### src/rtl/kf_bus_interface_control.sv
// kf_bus_interface_control
// Host-bus front end for KF-family peripherals. It qualifies the CPU strobes
// and synchronises them. It then produces a one-hot write pulse when a write
// ends, a one-hot read level while a read is active, and a pulse whenever a
// read and a write overlap.

module kf_bus_interface_control #(
  parameter int DATA_WIDTH  = 8,
  parameter int ADDR_WIDTH  = 2,
  parameter int NUM_REGS    = 4,
  parameter int SYNC_STAGES = 2
) (
  input  logic                  clock,
  input  logic                  reset,
  input  logic                  chip_select_n,
  input  logic                  read_enable_n,
  input  logic                  write_enable_n,
  input  logic [ADDR_WIDTH-1:0] address,
  input  logic [DATA_WIDTH-1:0] data_bus_in,
  output logic [DATA_WIDTH-1:0] internal_data_bus,
  output logic [NUM_REGS-1:0]   write_strobe,
  output logic [NUM_REGS-1:0]   read_strobe,
  output logic                  read_start,
  output logic                  bus_error
);

  typedef enum logic [1:0] {
    ST_IDLE  = 2'd0,
    ST_WRITE = 2'd1,
    ST_READ  = 2'd2,
    ST_ERROR = 2'd3
  } state_t;

  state_t                  state_r;
  state_t                  next_state_s;
  logic                    wr_req_s;
  logic                    rd_req_s;
  logic [SYNC_STAGES-1:0]  wr_sync_r;
  logic [SYNC_STAGES-1:0]  rd_sync_r;
  logic                    wr_q_s;
  logic                    rd_q_s;
  logic [ADDR_WIDTH-1:0]   wr_addr_r;
  logic [ADDR_WIDTH-1:0]   rd_addr_r;
  logic [NUM_REGS-1:0]     write_strobe_s;
  logic [NUM_REGS-1:0]     read_strobe_s;
  logic                    read_start_s;
  logic                    bus_error_s;

  // One-hot register decode. An address beyond the register file selects nothing.
  function automatic logic [NUM_REGS-1:0] decode_reg(input logic [ADDR_WIDTH-1:0] addr);
    logic [NUM_REGS-1:0] hit;
    hit = '0;
    for (int i = 0; i < NUM_REGS; i++) begin
      hit[i] = (addr == ADDR_WIDTH'(i));
    end
    return hit;
  endfunction

  // Read decode. An out-of-range address falls back to register 0, so a read
  // always selects exactly one register.
  function automatic logic [NUM_REGS-1:0] decode_read(input logic [ADDR_WIDTH-1:0] addr);
    logic [NUM_REGS-1:0] hit;
    hit    = decode_reg(addr);
    hit[0] = hit[0] | ~(|hit);
    return hit;
  endfunction

  assign wr_req_s = ~chip_select_n & ~write_enable_n;
  assign rd_req_s = ~chip_select_n & ~read_enable_n;
  assign wr_q_s   = wr_sync_r[SYNC_STAGES-1];
  assign rd_q_s   = rd_sync_r[SYNC_STAGES-1];

  // Synchroniser chains for the qualified write and read requests.
  always_ff @(posedge clock or posedge reset) begin
    if (reset) begin
      wr_sync_r <= '0;
      rd_sync_r <= '0;
    end else begin
      wr_sync_r[0] <= wr_req_s;
      rd_sync_r[0] <= rd_req_s;
      for (int i = 1; i < SYNC_STAGES; i++) begin
        wr_sync_r[i] <= wr_sync_r[i-1];
        rd_sync_r[i] <= rd_sync_r[i-1];
      end
    end
  end

  // Capture write data and address directly from the raw strobe.
  // By the time the synchronised strobe falls, both values are stable.
  always_ff @(posedge clock or posedge reset) begin
    if (reset) begin
      internal_data_bus <= '0;
      wr_addr_r         <= '0;
    end else if (wr_req_s) begin
      internal_data_bus <= data_bus_in;
      wr_addr_r         <= address;
    end
  end

  // Bus-cycle state register.
  always_ff @(posedge clock or posedge reset) begin
    if (reset) begin
      state_r <= ST_IDLE;
    end else begin
      state_r <= next_state_s;
    end
  end

  // Next-state logic. An overlap takes priority over ending the current cycle.
  always_comb begin
    next_state_s = state_r;
    case (state_r)
      ST_IDLE: begin
        if (wr_q_s && rd_q_s)       next_state_s = ST_ERROR;
        else if (wr_q_s)            next_state_s = ST_WRITE;
        else if (rd_q_s)            next_state_s = ST_READ;
        else                        next_state_s = ST_IDLE;
      end
      ST_WRITE: begin
        if (rd_q_s)                 next_state_s = ST_ERROR;
        else if (!wr_q_s)           next_state_s = ST_IDLE;
        else                        next_state_s = ST_WRITE;
      end
      ST_READ: begin
        if (wr_q_s)                 next_state_s = ST_ERROR;
        else if (!rd_q_s)           next_state_s = ST_IDLE;
        else                        next_state_s = ST_READ;
      end
      ST_ERROR: begin
        if (!wr_q_s && !rd_q_s)     next_state_s = ST_IDLE;
        else                        next_state_s = ST_ERROR;
      end
      default:                      next_state_s = ST_IDLE;
    endcase
  end

  // Output decode. Compute next-cycle values from the current transition,
  // so that every output leaves the block through a flop.
  always_comb begin
    if (state_r == ST_WRITE && next_state_s == ST_IDLE) begin
      write_strobe_s = decode_reg(wr_addr_r);
    end else begin
      write_strobe_s = '0;
    end

    if (next_state_s == ST_READ) begin
      if (state_r == ST_IDLE) begin
        read_strobe_s = decode_read(address);
      end else begin
        read_strobe_s = decode_read(rd_addr_r);
      end
    end else begin
      read_strobe_s = '0;
    end

    if (state_r == ST_IDLE && next_state_s == ST_READ) begin
      read_start_s = 1'b1;
    end else begin
      read_start_s = 1'b0;
    end

    if (state_r != ST_ERROR && next_state_s == ST_ERROR) begin
      bus_error_s = 1'b1;
    end else begin
      bus_error_s = 1'b0;
    end
  end

  // Freeze the read address on entry to READ.
  // Later address changes do not affect the selected register.
  always_ff @(posedge clock or posedge reset) begin
    if (reset) begin
      rd_addr_r <= '0;
    end else if (state_r == ST_IDLE && next_state_s == ST_READ) begin
      rd_addr_r <= address;
    end
  end

  // Output registers.
  always_ff @(posedge clock or posedge reset) begin
    if (reset) begin
      write_strobe <= '0;
      read_strobe  <= '0;
      read_start   <= 1'b0;
      bus_error    <= 1'b0;
    end else begin
      write_strobe <= write_strobe_s;
      read_strobe  <= read_strobe_s;
      read_start   <= read_start_s;
      bus_error    <= bus_error_s;
    end
  end

endmodule

### config.mk
export PLATFORM = sky130hd
export DESIGN_NAME = kf_bus_interface_control
export DESIGN_NICKNAME = d
export VERILOG_FILES = /design/src/rtl/kf_bus_interface_control.sv
export SDC_FILE = /design/constraint.sdc
export NUM_CORES = 1
export LEC_CHECK = 0
export ABC_AREA = 1
export ABC_CLOCK_PERIOD_IN_PS = 1300
export CORE_MARGIN = 4
export CORE_UTILIZATION = 45
export DETAILED_ROUTE_END_ITERATION = 8
export PLACE_DENSITY = 0.77
export SYNTH_ARGS = -nofsm -noshare
export SYNTH_HDL_FRONTEND = slang
export SYNTH_SLANG_ARGS = --single-unit
### constraint.sdc
create_clock -name clock -period 1.3 [get_ports clock]
set_input_delay 0.195 -clock clock [delete_from_list [all_inputs] [get_ports clock]]
set_output_delay 0.195 -clock clock [all_outputs]
set_load 0.03 [all_outputs]
Yosys cells after proc, flatten, opt, wreduce, memory -nomap -nowiden
Cells that the tools add are included.
{ "op_classes": {"n_mux": 13, "bitwise_logic": 9, "n_eq_ne": 15, "n_reduce_logical": 14} }
{ "ops": {"columns": ["op", "count"], "rows": [
  ["$eq A2 B2 Y1 const B", 10],
  ["$mux W2", 6],
  ["$mux W4", 3],
  ["$logic_not A2 Y1", 5],
  ["$eq A2 B1 Y1 const B", 4],
  ["$pmux W2 S4", 1],
  ["$reduce_or A4 Y1", 2],
  ["$logic_and A1 B1 Y1", 5],
  ["$not A1 Y1", 5],
  ["$mux W1", 3],
  ["$and A1 B1 Y1", 2],
  ["$logic_not A1 Y1", 2],
  ["$ne A2 B2 Y1 const B", 1],
  ["$or A1 B1 Y1", 2]
]} }
{ "totals": {"out_inout_bits": 18, "word_cells": 61, "reg_bits": 28} }

Depth between registers and ports, before layout
{ "logic_depth": {"ltp_word": 7, "depth_mapped": 5, "depth_no_buf": 5} }

Worst setup path after synthesis
No wires, ideal clock.
{ "synth_timing": {"path_type": "reg2reg", "start": "register state_r[0]", "end": "register rd_addr_r[0]", "path_slack_ns": 0.350, "stages_incl_launch_ff": 5, "arrival_time_ns": 0.833, "synth_period_minus_slack_ns": 0.950, "path_buffers": 0, "path_cell_list": "dfrtp_1 nor2_4 nand3_1 nand2_1 nand2_1"} }
{ "synth_via": {"elab_chain_cells": 4, "word_cells_on_any_way": 7} }
{ "synth_lines": {"columns": ["item", "line", "source"], "rows": [
  ["from (decl)", "34", "state_t state_r;"],
  ["from (signal assigned)", "105", "state_r <= next_state_s;"],
  ["$eq A2 B2 Y1 (tied with other cells)", "112", "case (state_r)"],
  ["$pmux W2 S4", "112", null],
  ["$eq A2 B2 Y1", "174", "end else if (state_r == ST_IDLE && next_state_s == ST_READ) begin"],
  ["$logic_and A1 B1 Y1 *", "174", null],
  ["to (signal assigned)", "175", "rd_addr_r <= address;"],
  ["to (decl)", "43", "logic [ADDR_WIDTH-1:0] rd_addr_r;"]
]} }
Every way passes the cells marked *; elsewhere a longest branch is shown, timed or not.
A chain may end at the register's enable or synchronous reset.

Final worst setup path
{ "layout_timing": {"start": "register read_strobe[0]", "end": "output read_strobe[0]"} }
{ "layout_rtl": {"columns": ["item", "line", "source"], "rows": [
  ["from (decl)", "22", "output logic [NUM_REGS-1:0] read_strobe,"],
  ["from (signal assigned)", "188", "read_strobe <= read_strobe_s;"]
]} }
No word-level cell between the ends.

==> results list <==
* Latest clock arrival within the worst-skew pair: 0.32 ns
* Hold violation total from the final report: 0
* Average wire per cell in the routed design: about 12 um
- The first global-routing pass estimated 3.484 mm of wire.
* Post-detailed-route count of antenna-violating nets: 0
- Of the synthesized area, sequential elements account for 0.6459.
* Floorplan die area: 0.003260 sq mm
* Source of the worst register-to-register timing path: state_r[0]
* Top delay family on crit path: buffers and inverters
- Subtracting the final worst setup slack from the clock period gives 1.245 ns.
* Share of the synthesized area in the top cell type: 0.6459
* Post-layout utilization of the core: 0.6476
* Number of standard-cell rows in the floorplan: 17
- The largest individual stage delay along the critical path comes from the cell sky130_fd_sc_hd__dlygate4sd2_1.
* Final count of pins violating max slew: 0
- In this run the cell area measured after placement is 0.001448 sq mm.
* Horizontal die dimension: 57.10 um
- Buffers placed on the I/O ports in this run total 32.
- In this run, distinct cell masters in the synthesized netlist total 17.
* Sum Neg Setup Slack: 0 ns
* Final design area excluding fillers: 0.001460 sq mm
- In this run the deepest clock path goes through 2 buffers.
- 33 I/O pins were placed.
- The Yosys step of the flow raised 0 warnings.
- Entering global routing, the biggest net connects 29 pins.
* Final setup fails: 0
* Worst-case headroom to the max-slew limit: 0.7753
- Share of final-layout standard cells stronger than drive strength 1: 0.1644
- Cell Area, Synth: between 0.001 and 0.0015 sq mm
* Nature of the critical path endpoint: output pin
- Arr. time, crit path: 1.05 ns
- Leaving out fill and tap cells, the most frequent cell in the layout is sky130_fd_sc_hd__nand2_1.
* Antenna violations before repair: 0
* Placed cells: between 150 and 200
* Cell depth of the worst flop-to-flop path: 4
- Mean instance size in the synthesized netlist: 10.04 sq um
- The setup path with the least slack is of type flip-flop to output pin.
* Cell type with the largest total area after synthesis: sky130_fd_sc_hd__dfrtp_1
- Detailed Place HPWL: 1.600 mm
- In this run the worst path has a maximum fanout of 1.
* Via count: 837
- Req. time, crit path: 1.11 ns
- Reg2reg setup slack: 0.21 ns
- Static timing analysis puts the maximum clock frequency at 803.0 MHz.
* Relative area change from synthesis to final layout: 34.60%
- Leaving out filler cells and counting taps, the final layout contains 174.
- Across the VDD grid, the largest voltage drop is around 740 uV.
- Counting flops and latches in the post-synthesis netlist gives 28.
- The flow ran to the end, and the final reports show no timing, DRC or antenna violations.
- At the end of routability-driven placement, the weighted congestion stood at 0.7525.
- Total wire length: 2.053 mm
* Core outline area: 0.002255 sq mm
* DRC violation count after routing: 0
- The library cells used most frequently in the layout, excluding fill and tap cells, are sky130_fd_sc_hd__nand2_1, sky130_fd_sc_hd__dfrtp_1, sky130_fd_sc_hd__clkdlybuf4s50_1, sky130_fd_sc_hd__o21ai_0, sky130_fd_sc_hd__nor2_1.
* Class of the tightest hold or removal check: input port to asynchronous set/reset pin
- Top cells by area, synth: sky130_fd_sc_hd__dfrtp_1, sky130_fd_sc_hd__nand2_1, sky130_fd_sc_hd__o21ai_0
* CTS Buf Count: 3
* CP startpoint kind: flip-flop
- TritonCTS built the clock tree.
* Starting Density: 0.4811
- The design draws 1.910 mW.
- Final period utilization: 0.9579
- Number of detailed-routing iterations run before antenna repair: 4
* Leakage power: ~0.74 nW
* Reg clk slew, reported paths: 0.14 ns
- Synthesized netlist cell count: 108
- In this run the critical register-to-register path is captured at rd_addr_r[1].
- The largest single stage delay on the critical path is 0.39 ns.
* H-Tree Level Count: 1
* Via count of the first global-routing pass: roughly 870
- Measured along the y axis, the die boundary spans between 50 and 60 um.
* Final net count: around 160
* Buffers inserted during post-CTS setup optimization: 0
- The total overflow left after global routing is 0.
- After the first detailed-routing iteration, the DRC count stood at 14.
- On the final layout, the worst clock skew is ~0.0075 ns.
* Syn_nets: approximately 120
- Cell chosen for the clock root: sky130_fd_sc_hd__clkbuf_4
- For this run, the total global-route usage over all layers was measured as 0.1366.
* RSZ-0062 raised after global routing: no
- The layout has 195 filler cells.
* Buffers & Inverters on Critical Path: 1
* Number of max-cap violations: 0
- Antenna cells: 0
- Worst Tran Pin Value: roughly 0.34 ns
- DR vias/cell: slightly below 5
- Critical path cell sequence: dlygate4sd2_1
- Clk sinks: 28
- Power Dens Cells: 1308 mW/mm^2
## layout make-up
| type | instances | area [sq um] | area share |
|---|---|---|---|
| Timing Repair Buffer | 36 | 310.3 | 0.2125 |
| Multi-Input combinational cell | 70 | 331.6 | 0.2271 |
| Clock inverter | 1 | 30.03 | 0.02057 |
| Inverter | 8 | 30.03 | 0.02057 |
| Tap cell | 28 | 35.03 | 0.02399 |
| Sequential cell | 28 | 700.7 | 0.4799 |
| Clock buffer | 3 | 22.52 | 0.01542 |
## registers in the layout, indices dropped and copies added, names as in the netlist
register	count
bus_error	1
internal_data_bus	8
rd_addr_r	2
rd_sync_r	2
read_start	1
read_strobe	4
state_r	2
wr_addr_r	2
wr_sync_r	2
write_strobe	4
## where the power goes
part | internal (mW) | leakage [nW] | total (mW) | switching, mW
Sequential | 0.945 | 0.363 | 0.999 | 0.0534
Combinational | 0.132 | 0.353 | 0.359 | 0.227
Clock | 0.312 | 0.0279 | 0.552 | 0.240
Total | 1.39 | 0.745 | 1.91 | 0.521
## synthesized netlist by cell type, drive strengths merged
master,n
nor3,4
buf,2
nand3,4
nand2,32
nor3b,1
nand4,2
o21ai,13
a21oi,2
inv,8
dfrtp,28
nor2,12
## worst max-delay path by stage
| stage | endpoint | slack, ns | depth (start not counted) | start |
|---|---|---|---|---|
| after detailed placement | wr_addr_r[0] | 0.05 | 3 | write_enable_n |
| after CTS | internal_data_bus[1] | 0.003 | 1 | internal_data_bus[1] |
| after global placement | wr_addr_r[0] | 0.11 | 3 | write_enable_n |
| after global routing | read_strobe[0] | 0.004 | 1 | read_strobe[0] |
| after floorplan | rd_addr_r[0] | 0.35 | 4 | state_r[0] |
| final | read_strobe[0] | 0.05 | 1 | read_strobe[0] |
## metal layers
metal	share of wire	vias to the layer above	track usage
met5	0	-	0
met2	0.50	32	0.2529
li1	-	422	-
met4	0.0054	0	0.04967
met1	0.39	381	0.1424
met3	0.10	2	0.04525
## metrics by stage
| step | worst slack (ns) | hold slack (ns) |
|---|---|---|
| 4_1_cts | 0.003230 | 0.2195 |
| 2_1_floorplan | 0.3504 | 0.2604 |
| 3_5_place_dp | 0.04884 | 0.3355 |
| 5_1_grt | 0.003997 | 0.2368 |
| 6_report | 0.05467 | 0.2138 |
| 3_3_place_gp | 0.1064 | 0.3315 |
## timing repair
| item | CTS | global route |
|---|---|---|
| hold buffers | 0 | 0 |
| endpoints found under the setup margin | 18 | 12 |
| gates resized for setup | 27 | 12 |
| pin swaps | 0 | 0 |
| gates cloned | 0 | 0 |
| hold endpoints to repair | 0 | 0 |
## cell families (layout without fill, tap and decap cells)
logic type | count (synthesis) | count (layout) | synth area share
buffers and inverters | 10 | 48 | 0.04844
DFF | 28 | 28 | 0.6459
and+or+nand+nor | 55 | 55 | 0.2330
AOI/OAI and AO/OA | 15 | 15 | 0.07267
Power figures use the tool's default switching activity.
